File: src/rtl/preg_pkg.sv
// Shared definitions for the preg skid stage: occupancy states and count encoding.
package preg_pkg;

    typedef enum logic [1:0] {
        ST_EMPTY = 2'd0,
        ST_ONE   = 2'd1,
        ST_TWO   = 2'd2
    } state_e;

    localparam logic [1:0] CNT_EMPTY = 2'd0;
    localparam logic [1:0] CNT_ONE   = 2'd1;
    localparam logic [1:0] CNT_TWO   = 2'd2;

    // The unused encoding maps to zero so the count can never read 3.
    function automatic logic [1:0] state_count(input state_e s);
        case (s)
            ST_ONE:  return CNT_ONE;
            ST_TWO:  return CNT_TWO;
            default: return CNT_EMPTY;
        endcase
    endfunction

endpackage

File: src/rtl/preg_slot.sv
// One payload register with synchronous clear and load enable.
module preg_slot #(
    parameter int WIDTH = 64
) (
    input  logic             i_clk,
    input  logic             i_rst,
    input  logic             i_load,
    input  logic [WIDTH-1:0] i_d,
    output logic [WIDTH-1:0] o_q
);

    logic [WIDTH-1:0] r_q;

    // NOTE: payload registers are cleared on reset so o_data reads zero afterwards,
    // not just when o_valid is low; nonblocking assignment keeps every flop in step.
    always_ff @(posedge i_clk) begin
        if (i_rst) begin
            r_q <= '0;
        end else if (i_load) begin
            r_q <= i_d;
        end
    end

    assign o_q = r_q;

endmodule

File: src/rtl/preg_skid_stage.sv
// Valid/ready pipeline register: two-entry skid buffer (registered ready) or single entry.
module preg_skid_stage
    import preg_pkg::*;
#(
    parameter int DATA_WIDTH = 64,
    parameter bit SKID_EN    = 1'b1
) (
    input  logic                  i_clk,
    input  logic                  i_arst,
    input  logic                  i_flush,
    input  logic                  i_valid,
    output logic                  o_ready,
    input  logic [DATA_WIDTH-1:0] i_data,
    output logic                  o_valid,
    input  logic                  i_ready,
    output logic [DATA_WIDTH-1:0] o_data,
    output logic [1:0]            o_count
);

    state_e                r_state;
    state_e                w_state_nxt;
    logic                  w_in_xfer;
    logic                  w_out_xfer;
    logic                  w_main_load;
    logic                  w_skid_load;
    logic [DATA_WIDTH-1:0] w_main_d;
    logic [DATA_WIDTH-1:0] w_main_q;
    logic [DATA_WIDTH-1:0] w_skid_q;

    assign o_valid    = (r_state != ST_EMPTY);
    assign o_ready    = SKID_EN ? (r_state != ST_TWO) : (~o_valid | i_ready);
    assign w_in_xfer  = i_valid & o_ready;
    assign w_out_xfer = o_valid & i_ready;

    // NOTE: every output of this block gets a default first, so no path leaves one
    // unassigned and no latch is inferred.
    always_comb begin
        w_state_nxt = r_state;
        w_main_load = 1'b0;
        w_skid_load = 1'b0;
        if (i_flush) begin
            w_state_nxt = ST_EMPTY;
        end else begin
            case (r_state)
                ST_EMPTY: begin
                    if (w_in_xfer) begin
                        w_main_load = 1'b1;
                        w_state_nxt = ST_ONE;
                    end
                end
                ST_ONE: begin
                    if (w_in_xfer && w_out_xfer) begin
                        w_main_load = 1'b1;
                    end else if (w_in_xfer && SKID_EN) begin
                        w_skid_load = 1'b1;
                        w_state_nxt = ST_TWO;
                    end else if (w_out_xfer) begin
                        w_state_nxt = ST_EMPTY;
                    end
                end
                ST_TWO: begin
                    if (w_out_xfer) begin
                        w_main_load = 1'b1;
                        w_state_nxt = ST_ONE;
                    end
                end
                default: w_state_nxt = ST_EMPTY;
            endcase
        end
    end

    // Draining TWO promotes the skid entry; every other main load takes fresh input.
    assign w_main_d = (r_state == ST_TWO) ? w_skid_q : i_data;

    always_ff @(posedge i_clk) begin
        if (i_arst) begin
            r_state <= ST_EMPTY;
        end else begin
            r_state <= w_state_nxt;
        end
    end

    preg_slot #(.WIDTH(DATA_WIDTH)) u_main (
        .i_clk  (i_clk),
        .i_rst  (i_arst),
        .i_load (w_main_load),
        .i_d    (w_main_d),
        .o_q    (w_main_q)
    );

    generate
        if (SKID_EN) begin : g_skid
            preg_slot #(.WIDTH(DATA_WIDTH)) u_skid (
                .i_clk  (i_clk),
                .i_rst  (i_arst),
                .i_load (w_skid_load),
                .i_d    (i_data),
                .o_q    (w_skid_q)
            );
        end else begin : g_no_skid
            assign w_skid_q = '0;
        end
    endgenerate

    assign o_data  = w_main_q;
    assign o_count = state_count(r_state);

endmodule

File: config.mk
export PLATFORM = sky130hd
export DESIGN_NAME = preg_skid_stage
export DESIGN_NICKNAME = d
export VERILOG_FILES = /design/src/rtl/preg_pkg.sv /design/src/rtl/preg_slot.sv /design/src/rtl/preg_skid_stage.sv
export SDC_FILE = /design/constraint.sdc
export NUM_CORES = 1
export LEC_CHECK = 0
export BUFFER_PORTS_ARGS = -buffer_cell sky130_fd_sc_hd__buf_4
export CAP_MARGIN = 20
export CORE_UTILIZATION = 50
export DETAILED_ROUTE_END_ITERATION = 12
export GPL_TIMING_DRIVEN = 0
export PLACE_DENSITY = 0.76
export SYNTH_ARGS = -nofsm -noshare
export SYNTH_HDL_FRONTEND = slang
export SYNTH_HIERARCHICAL = 1
export SYNTH_SLANG_ARGS = --single-unit
export TNS_END_PERCENT = 5
File: constraint.sdc
create_clock -name i_clk -period 2.47 [get_ports i_clk]
set_clock_uncertainty 0.2 [all_clocks]
set_input_delay 0.1235 -clock i_clk [delete_from_list [all_inputs] [get_ports i_clk]]
set_output_delay 0.1235 -clock i_clk [all_outputs]
set_load 0.05 [all_outputs]
# ---- Yosys cells after proc, flatten, opt, wreduce, memory -nomap -nowiden
# Cells that the tools add are included.
dict set report word_totals {
  input_bits 69
  reg_bits 130
  output_inout_bits 68
  elab_cells 33
  memories 0
  ram_bits 0
  latchBits 0
  romBits 0
}
dict set report classes {
  n_reduce_logical 5
  add_sub_neg 0
  n_eq_ne 7
  mux 16
  n_shift 0
  bitwise_logic 2
  n_div 0
  mul 0
  order_cmp 0
}
# cell n
set ops {}
lappend ops {{$mux 64} 1}
lappend ops {{$mux 2} 5}
lappend ops {{$ne 2x2->1 const B} 4}
lappend ops {{$mux 1} 7}
lappend ops {{$pmux 2 s3} 1}
lappend ops {{$pmux 2 s2} 1}
lappend ops {{$reduce_and 4->1} 1}
lappend ops {{$ne 3x3->1 const B} 1}
lappend ops {{$pmux 1 s3} 1}
lappend ops {{$and 1x1->1} 2}
lappend ops {{$eq 2x1->1 const B} 1}
lappend ops {{$eq 2x2->1 const B} 1}
lappend ops {{$logic_not 2->1} 1}
lappend ops {{$reduce_bool 2->1} 1}
lappend ops {{$reduce_or 2->1} 1}
lappend ops {{$logic_and 1x1->1} 1}

# ---- Logic depth before layout (Yosys ltp)
dict set report depth {
  word_depth 6
  ltp_mapped 8
  depth_no_buf 6
}

# ---- Modules after synthesis
# Netlist, hierarchy kept.
# module n_inst cells_per_inst area_each_um2 seq_area_each_um2
set by_module_without_submodules {}
lappend by_module_without_submodules {preg_slot 2 206 2290.9 1281.2}
lappend by_module_without_submodules {preg_skid_stage 1 223 979.7 40.0}

# ---- Least setup slack after synthesis
# Ideal clock, no wire load.
dict set report synth_path {
  path_kind {register -> register}
  from {register r_state[1]}
  to {register u_main.r_q[10] (netlist: u_main/o_q[10])}
  synth_period_minus_slack_ns 1.689
  path_stages_with_launch 8
  slack_ns 0.781
  required_time_ns 2.142
  path_buffers 2
  setup_ns 0.128
  arrival_time_ns 1.362
  path_cell_list {dfxtp_1 > and2_2 > o21bai_1 > a21oi_1 > buf_6 > buf_8 > mux2i_1 > nor2_1}
}
dict set report synth_via {
  elab_chain_len 6
  elab_cells_between_ends 14
  classes_between {eq/ne (3); mux (6); bitwise (2); reduce/logical (3)}
}
# element line_no
set synth_lines {}
lappend synth_lines {{start: declaration} preg_skid_stage.sv:20} ;# state_e r_state;
lappend synth_lines {{start signal: assignment} preg_skid_stage.sv:79} ;# r_state <= w_state_nxt;
lappend synth_lines {{$ne 2x2->1 / $reduce_bool 2->1 (equally long branches)} {preg_skid_stage.sv:31, preg_skid_stage.sv:30}}
lappend synth_lines {{$and 1x1->1, on equally long branches} {preg_skid_stage.sv:32, preg_skid_stage.sv:33}}
lappend synth_lines {{$logic_and 1x1->1} preg_skid_stage.sv:52} ;# if (w_in_xfer && w_out_xfer) begin
lappend synth_lines {{$mux 1} preg_skid_stage.sv:52}
lappend synth_lines {{$pmux 1 s3 *} preg_skid_stage.sv:44} ;# case (r_state)
lappend synth_lines {{$mux 1 *} preg_skid_stage.sv:41} ;# if (i_flush) begin
lappend synth_lines {{named net w_main_load} preg_skid_stage.sv:24} ;# logic w_main_load;
lappend synth_lines {{end signal: assignment} preg_slot.sv:20} ;# r_q <= i_d;
lappend synth_lines {{end: declaration} preg_slot.sv:12} ;# logic [WIDTH-1:0] r_q;
# The timed path passes the listed nets; every way through them passes the cells marked *.
# A chain may end at the register's enable or synchronous reset.

# ---- Worst setup path in the final report
dict set report layout_path {
  from {register r_state[1]}
  to {register g_skid.u_skid.r_q[1] (netlist: g_skid.u_skid/o_q[1])}
}
dict set report layout_via {
  elab_chain_len 6
  elab_cells_between_ends 10
  classes_between {eq/ne (2); mux (4); bitwise (2); reduce/logical (2)}
}
# element line_no
set layout_lines {}
lappend layout_lines {{$ne 2x2->1 / $reduce_bool 2->1 (equally long branches)} {preg_skid_stage.sv:31, preg_skid_stage.sv:30}}
lappend layout_lines {{$and 1x1->1, on equally long branches} {preg_skid_stage.sv:32, preg_skid_stage.sv:33}}
lappend layout_lines {{$mux 1 / $logic_and 1x1->1 (equally long branches)} {preg_skid_stage.sv:54, preg_skid_stage.sv:52}}
lappend layout_lines {{$mux 1} preg_skid_stage.sv:52}
lappend layout_lines {{$mux 1 *} preg_skid_stage.sv:44}
lappend layout_lines {{$mux 1 *} preg_skid_stage.sv:41}
lappend layout_lines {{named net w_skid_load} preg_skid_stage.sv:25} ;# logic w_skid_load;
lappend layout_lines {{end signal: assignment} preg_slot.sv:20}
lappend layout_lines {{end: declaration} preg_slot.sv:12}
# Marks and branches as above.

==> impl_metrics.py <==
metrics = {
    "outcome": {
        "outcome": "finished, final reports clean",
    },
    "cts": {
        "cts_hold_buf": 72,
        "htreeDepth": 4,
        "cts_resized": 0,
        "cts-root-buf": "clkbuf_8",
        "cts_setup_buffers": 0,
        "clkSlewWorstSetupHoldPaths_ps": 60,
        "cts_made_buffers": 17,
        "max-clock-path-buffers": 2,
        "clock_sinks": 130,
        "cts_tree": "done",
        "clkLatencyLatePin_ps": 530,
    },
    "floorplanning": {
        "dieArea_um2": 11500,
        "fp-row-count": 38,
        "die_h_um": 107,
        "ioPinCount": 137,
        "start_util": 0.513,
        "die_x_um": 107,
        "coreArea_um2": 10800,
    },
    "pwr": {
        "vdd_ir_drop_max_uv": 454,
        "p_leak_nw": 3.68,
        "powerDensity_nw_per_um2": 731,
    },
    "logic_synthesis": {
        "async_flop_share": 0,
        "synthTopCellsByCount": "nand2_1 (195), dfxtp_1 (130), nor2_1 (129)",
        "netlist_area_um2": 5560,
        "synth-edff-count": 0,
        "synth_nets": 704,
        "ys_warn_count": 6,
        "yosysTopAreaCellShare": 0.468,
        "synthFlopType": "dfxtp_1",
        "synth_top_cell_by_area": "dfxtp_1",
        "ys_seq_elements": 130,
        "netlist_instances": 635,
        "synthMostInstantiatedCell": "nand2_1",
        "synthTopCellsByArea": "dfxtp_1 (47%), mux2i_1 (23%), nand2_1 (13%), nor2_1 (8.7%), buf_8 (3.2%)",
        "ys_types": 20,
        "synth.avg_cell_area_um2": 8.76,
        "synth-seq-area-share": 0.468,
    },
    "timing": {
        "worstMarginPinSlew_ps": 500,
        "tns_ps": 0,
        "postLayoutSetupSlackWorst_ps": 247,
        "min_period_ps": 2220,
        "period_share": 0.900,
        "report.final.slew_viol_count": 0,
        "setup_violations": 0,
        "slew_headroom": 0.667,
        "fmax_ghz": 0.450,
        "hold_viol": 0,
        "rsz0062_at_grt": "false",
    },
    "finish": {
        "final_layout_size_suffix_gt1_frac": 0.234,
        "utilization": 0.753,
        "area_delta_synth_final_pct": 46.8,
        "diodes": 0,
        "stdcell_count": 1015,
        "fill_cells": 740,
        "fin_nets": 931,
    },
    "drt": {
        "drtPass1Iterations": 5,
        "wire_per_inst_um": 13.9,
        "vias": 4992,
        "drt_iter0_drc": 162,
        "remaining_drc_errors": 0,
        "ant_nets": 0,
        "drt_wl_total_mm": 14.1,
        "vias_per_cell": 4.92,
    },
    "place": {
        "placedCellCount": 911,
        "gp_congestion": 0.800,
        "portBuffers": 136,
        "post-place-ws_ps": 583,
        "dpl.hpwl_mm": 9.18,
    },
    "global_routing": {
        "grt_pass1_vias": 4968,
        "overflow": 0,
        "grt_pass1_wl_mm": 22.9,
        "antenna_found_initial": 0,
        "grt_max_degree": 17,
        "grtUsageTotal": 0.257,
    },
    "critical_path": {
        "cp_num_buf_inv": 2,
        "cp_slowest_stage_delay_ps": 570,
        "cp-end-kind": "flip-flop",
        "criticalPathCategory": "reg2reg",
        "crit_path_cell_trace": "nor2b_2 > nand2_1 > nor3_1 > buf_6 > mux2i_1 > dlygate4sd3_1 > nor2_1",
        "crit_path_max_fanout": 10,
        "critPathTopFamily": "buffers and inverters",
        "arrival_ps": 2430,
        "critPathRequiredTime_ps": 2670,
        "worst_setup_path_start_kind": "flip-flop",
        "cp_slowest_cell": "dlygate4sd3_1",
    },
    "job": {
        "cap_viol_max_count": 0,
    },
    "hold_path": {
        "hold_path_class": "in2reg",
    },
}
## power breakdown
group | internal, mW | switching [mW] | leakage [nW]
combinational | 0.364 | 0.486 | 2.29
sequential | 2.17 | 0.0416 | 1.06
clock | 1.97 | 0.931 | 0.335
total | 4.51 | 1.46 | 3.68
## path summary, 6_finish.rpt
check                                startpoint                                  to  slack, ps  depth (start not counted)
min reg2reg  g_skid.u_skid/o_q[55]$_SDFFE_PP0P_  g_skid.u_skid/o_q[55]$_SDFFE_PP0P_        290                          2
max reg2reg             r_state[1]$_SDFFE_PP0P_   g_skid.u_skid/o_q[1]$_SDFFE_PP0P_        250                          7
max                     r_state[1]$_SDFFE_PP0P_   g_skid.u_skid/o_q[1]$_SDFFE_PP0P_        250                          7
min                                     i_ready          u_main/o_q[1]$_SDFFE_PP0P_         80                          6
## logic make-up after synthesis
| family | Yosys count | share of synthesized area |
|---|---|---|
| muxes | 128 | 0.230 |
| buffers and inverters | 43 | 0.0675 |
| AOI/OAI and AO/OA | 4 | 0.00652 |
| and+or+nand+nor | 330 | 0.228 |
| DFF | 130 | 0.468 |
## worst register-to-register path, cell delays in order (launching register included)
cell	delay [ps]
dfxtp_1	370
nor2b_2	180
nand2_1	100
nor3_1	190
buf_6	240
mux2i_1	210
dlygate4sd3_1	570
nor2_1	40
## flip-flops by register name (all words and copies together), names as in the netlist
| register | flops |
|---|---|
| r_state | 2 |
| g_skid.u_skid/o_q | 64 |
| u_main/o_q | 64 |
## placed cells by master (no fill, tap or decap), drive strengths merged, types with 6 or more instances in the layout
cell type      n
clkinv         6
dlygate4sd3   72
nand2        195
dfxtp        130
nor2         129
clkbuf        20
bufinv         7
buf          176
mux2i        128
## final cells by class
| type | instances | area [um^2] | area share |
|---|---|---|---|
| Sequential cell | 130 | 2600 | 0.319 |
| Multi-Input combinational cell | 462 | 2580 | 0.316 |
| Timing Repair Buffer | 208 | 1740 | 0.213 |
| Clock buffer | 18 | 428 | 0.0524 |
| Buffer | 42 | 372 | 0.0455 |
| Clock inverter | 14 | 259 | 0.0317 |
| Tap cell | 140 | 175 | 0.0215 |
| Inverter | 1 | 3.75 | 0.000460 |
## layer usage
layer  vias up  part of all wire  GRT usage
met5         -                 0          0
met4         0             0.020      0.104
met3        29             0.041     0.0611
met2       116              0.51      0.443
met1      2356              0.43      0.306
li1       2491                 -          -
## through the flow
step / hold WS [ps] / total power, mW / area (um^2)
2_1_floorplan: -7.64 / 2.75 / 5560
3_3_place_gp: 116 / 3.00 / 6760
3_5_place_dp: 123 / 3.02 / 6760
4_1_cts: 56.7 / 6.00 / 8170
5_1_grt: 107 / 6.17 / 8170
6_report: 76.1 / 5.97 / 8170
Power figures use the tool's default switching activity.
